File: src/rtl/wb_stage.sv
// Writeback stage: register file, condition codes, branch resolution and redirect.
// Define WB_PERF_CNT_EN to build in the retired/mispredict performance counters.
module wb_stage (
  input  logic        clk,
  input  logic        reset,
  input  logic        valid,
  input  logic        stall,
  input  logic        load_regfile,
  input  logic        load_cc,
  input  logic        is_br,
  input  logic        brpredict,
  input  logic [1:0]  wbmux_sel,
  input  logic [15:0] alu_out,
  input  logic [15:0] mem_data,
  input  logic [15:0] pc_out,
  input  logic [15:0] intr,
  input  logic [2:0]  destreg,
  input  logic [2:0]  sr1,
  input  logic [2:0]  sr2,
  output logic [15:0] sr1_out,
  output logic [15:0] sr2_out,
  output logic [2:0]  cc_out,
  output logic        wb_we,
  output logic [2:0]  wb_destreg,
  output logic [15:0] wb_data,
  output logic        flush,
  output logic [15:0] redirect_pc,
  output logic [31:0] retired_cnt,
  output logic [15:0] mispredict_cnt
);

  logic [15:0] regfile_q [8];
  logic [2:0]  cc_q, cc_d;
  logic        flush_q, flush_d;
  logic [15:0] redirect_q, redirect_d;
  logic        commit;
  logic        taken;
  logic        mispredict;
  logic [15:0] target;
  logic        intr_unused;

  assign intr_unused = ^{intr[15:12], intr[8:0]};

  always_comb begin
    wb_data = 16'h0000;
    unique case (wbmux_sel)
      2'd0: wb_data = alu_out;
      2'd1: wb_data = mem_data;
      2'd2: wb_data = pc_out;
      2'd3: wb_data = 16'h0000;
    endcase
  end

  assign commit     = valid & stall;
  assign wb_we      = commit & load_regfile;
  assign wb_destreg = destreg;

  // Write-through bypass so decode sees the value committing this cycle.
  assign sr1_out = (wb_we && (sr1 == destreg)) ? wb_data : regfile_q[sr1];
  assign sr2_out = (wb_we && (sr2 == destreg)) ? wb_data : regfile_q[sr2];

  assign taken      = |(intr[11:9] & cc_q);
  assign mispredict = commit & is_br & (taken != brpredict);
  assign target     = taken ? alu_out : pc_out;

  always_comb begin
    cc_d = cc_q;
    if (commit && load_cc) begin
      if (wb_data[15])
        cc_d = 3'b100;
      else if (wb_data == 16'h0000)
        cc_d = 3'b010;
      else
        cc_d = 3'b001;
    end
    flush_d    = mispredict;
    redirect_d = mispredict ? target : redirect_q;
  end

  always_ff @(posedge clk) begin
    if (reset) begin
      for (int i = 0; i < 8; i++) regfile_q[i] <= 16'h0000;
      cc_q       <= 3'b010;
      flush_q    <= 1'b0;
      redirect_q <= 16'h0000;
    end else begin
      if (wb_we) regfile_q[destreg] <= wb_data;
      cc_q       <= cc_d;
      flush_q    <= flush_d;
      redirect_q <= redirect_d;
    end
  end

  // A reset landing in the flush cycle kills the pending redirect immediately.
  assign flush       = flush_q & ~reset;
  assign cc_out      = cc_q;
  assign redirect_pc = redirect_q;

`ifdef WB_PERF_CNT_EN
  logic [31:0] retired_q, retired_d;
  logic [15:0] mispred_q, mispred_d;

  always_comb begin
    retired_d = commit ? retired_q + 32'd1 : retired_q;
    mispred_d = (mispredict && (mispred_q != 16'hFFFF)) ? mispred_q + 16'd1 : mispred_q;
  end

  always_ff @(posedge clk) begin
    if (reset) begin
      retired_q <= 32'd0;
      mispred_q <= 16'd0;
    end else begin
      retired_q <= retired_d;
      mispred_q <= mispred_d;
    end
  end

  assign retired_cnt    = retired_q;
  assign mispredict_cnt = mispred_q;
`else
  assign retired_cnt    = 32'd0;
  assign mispredict_cnt = 16'd0;
`endif

endmodule

File: config.mk
export PLATFORM = sky130hd
export DESIGN_NAME = wb_stage
export DESIGN_NICKNAME = d
export VERILOG_FILES = /design/src/rtl/wb_stage.sv
export SDC_FILE = /design/constraint.sdc
export NUM_CORES = 1
export LEC_CHECK = 0
export CORE_MARGIN = 3
export CORE_UTILIZATION = 51
export CTS_CLUSTER_DIAMETER = 60
export CTS_CLUSTER_SIZE = 10
export DETAILED_ROUTE_END_ITERATION = 12
export PLACE_DENSITY = 0.81
export SYNTH_ARGS = -nofsm -noshare
export SYNTH_HDL_FRONTEND = slang
export SYNTH_SLANG_ARGS = --single-unit
File: constraint.sdc
create_clock -name clk -period 2.8 [get_ports clk]
set_input_delay 0.56 -clock clk [delete_from_list [all_inputs] [get_ports clk]]
set_output_delay 0.56 -clock clk [all_outputs]
set_load 0.05 [all_outputs]
==> qor.txt <==
Root Driver -> clkbuf_16
Clock latency on the worst-skew pair -> 430 ps
Most used DFF post-synth -> edfxtp_1
Power density over the cells -> 564 nW/um2
Clock share of power -> 33.5%
H-tree depth -> 4
GRT Util Overall -> 30.0%
Pin count of the biggest net entering global routing -> 32
CP max stage cell -> dlygate4sd2_1
Clk sinks -> 148
Critical-path cell list -> dlygate4sd2_1, xor2_1, nor4_4, buf_6, buf_6, nand2_1, o21ai_1, buf_12
Synth Area per Inst -> 12.2 um2
Die Y-Extent -> 135 um
Num ports -> 203
First-pass GRT wire length -> 40,600 um
CTS buffer count -> 17
Via count -> 6,888
CP Capture Type -> primary output
Startpoint Class -> primary input
Slew Limit Fails -> 0
Psw -> 2.17 mW
Clock tree buffer depth -> 2
WP data required -> 2240 ps
Core Region -> 16,200 um2
Register area -> 4240 um2
Post-route ant nets -> 0
Global placement routability congestion -> 0.869
Crit path largest cell delay -> 420 ps
Maximum clock frequency -> 359 MHz
Drt wl/cell -> 23.8 um
Final hold vios -> 0
Initial Utilization -> 52.9%
Initial DRC count -> 905
R2r setup slk -> 870 ps
Area growth syn-to-layout -> 40.6%
Syn Inst Count -> 703
Final std cells w/o fill -> 1,145
Most frequent cells in the layout -> 162 x nor2_1, 128 x edfxtp_1, 93 x buf_4
Int Pwr -> 4.60 mW
Asr flop ratio synth -> 0%
PortBufs -> 141
Layout cell share with drive strength beyond 1 -> 34.6%
DR DRC count -> 0
Fin crit share -> 99.4%
Commonest non-fill, non-tap cell in the layout -> nor2_1
CTS tree -> built
Final setup viols -> 0
Antenna cells -> 0
Row count -> 46
Die X -> 135 um
Worst clock skew -> 4.60 ps
Comb pwr share -> 28.4%
Overflow after GRT -> 0
Pleak -> 4.70 nW
Via/cell ratio -> 6.02
Critical path type -> in2out
Maximum vdd drop -> 0.477 mV
Multi-input logic area -> 3960 um2
Final TNS setup -> 0 ps
Fillcell total -> 968
Number of global-route vias before repair -> 7,294
Final WL -> 27,200 um
1st-pass router iterations -> 6
Synth cell types -> 34
Yosys warning total -> 0
Hold crit path type -> reg2reg
Switching part of the total -> 32.1%
Post-synthesis register bit count -> 148
Placed instance count -> 1,098
Status -> completed
Slew margin rel. -> 62.8%
EDFF count, synth -> 128
Clk slew on worst S/H paths -> 70 ps
Initial antenna violation count -> 0
Critical Path Fanout Max -> 7
Most common cell on crit path -> buf_6
Nets -> 999
Post-DP HPWL -> 18,700 um
Register share of total power -> 38.0%
Total Die Area -> 18,400 um2
Syn Std Cell Area -> 8550 um2
Maxcap violations -> 0
Worst Max-Slew Pin Slew -> 552 ps
Min Tclk post-route -> 2780 ps
Sequential-to-total area share from yosys stat -> 49.6%
WP data arrival -> 2220 ps
==> logic make-up (layout without fill, tap and decap cells) <==
kind of cell,after synthesis,in the layout,synth area share (%)
simple gates,231,231,10.9
flops,148,148,49.6
mux,128,128,24.3
buf+inv,120,299,8.19
compound gates,68,68,6.15
xor+xnor,7,7,0.717
other cells,1,48,0.0439
==> final timing paths <==
| kind | from | cells after the start | endpoint |
|---|---|---|---|
| setup / recovery | destreg[1] | 8 | sr1_out[0] |
| hold / removal | redirect_pc[1] | 2 | redirect_pc[1] |
| setup reg to reg | cc_out[1] | 6 | redirect_pc[2] |
| hold reg to reg | redirect_pc[1] | 2 | redirect_pc[1] |
==> area by class of cell <==
| type | instances | area share, % |
|---|---|---|
| flip-flops and latches | 148 | 35.3 |
| inverters | 18 | 0.583 |
| clock inverters | 15 | 1.30 |
| multi-input cells | 482 | 32.9 |
| clock buffers | 17 | 3.54 |
| well taps | 216 | 2.25 |
| repair buffers | 249 | 24.1 |
==> through the flow <==
step | power, mW | worst slack (ps) | hold slack [ps] | cell area, um2 | utilization [%]
3_5_place_dp | 4.48 | -268 | 498 | 11100 | 68.6
5_1_grt | 6.96 | -21.1 | 537 | 12000 | 74.3
4_1_cts | 6.76 | -9.08 | 510 | 11900 | 73.8
3_3_place_gp | 4.42 | -182 | 487 | 11100 | 68.6
2_1_floorplan | 3.69 | -78.1 | 712 | 8770 | -
6_report | 6.78 | 15.8 | 512 | 12000 | 74.3
==> repair_timing <==
item,in CTS,in global routing
hold buffers,0,0
pin swaps,3,2
setup buffers,12,1
gates resized for setup,24,24
cloned,3,1
endpoints found under the setup margin,40,34
==> routing by layer <==
layer	GRT usage, %	part of all wire (%)
met1	33.9	33
met5	0	0
met2	52.1	51
met4	14.5	4.2
met3	8.69	12
==> state kept, by name, indices dropped and copies added, names as in the netlist <==
| signal | flops |
|---|---|
| cc_out | 3 |
| redirect_pc | 16 |
| regfile_q | 128 |
| flush_q | 1 |
==> critical path: cells and delay by family <==
kind / cells / cell delay, ps
xor gates and xnor gates: 1 / 190
buffers and inverters: 4 / 940
and+or+nand+nor: 2 / 400
AOI/OAI and AO/OA: 1 / 150
==> power by group through the flow <==
stage	Sequential (mW)	Clock, mW	Combinational (mW)
2_1_floorplan	2.63	0	1.06
3_3_place_gp	2.59	0	1.82
3_5_place_dp	2.62	0	1.86
4_1_cts	2.57	2.28	1.90
5_1_grt	2.58	2.38	2.00
6_report	2.58	2.27	1.93
==> synth_stat cells, types with 2 or more instances <==
cell type | count | share of area [%]
nor2_1 | 163 | 7.2
edfxtp_1 | 128 | 45
mux2i_1 | 64 | 7.5
mux4_2 | 64 | 17
buf_4 | 51 | 4.5
nand2_1 | 46 | 2.0
clkbuf_1 | 38 | 1.7
o21ai_0 | 32 | 1.9
dfxtp_1 | 20 | 4.7
a211oi_1 | 16 | 1.4
inv_1 | 11 | 0.48
a21oi_4 | 10 | 1.9
buf_2 | 8 | 0.47
xor2_1 | 7 | 0.72
a21oi_2 | 6 | 0.61
inv_2 | 6 | 0.26
nand3_1 | 5 | 0.29
buf_6 | 4 | 0.53
nor4_1 | 4 | 0.29
nor2b_1 | 3 | 0.22
and3_1 | 2 | 0.15
nor3_1 | 2 | 0.12
nor4_2 | 2 | 0.29
Note: power is estimated with default switching activity, not from simulation.
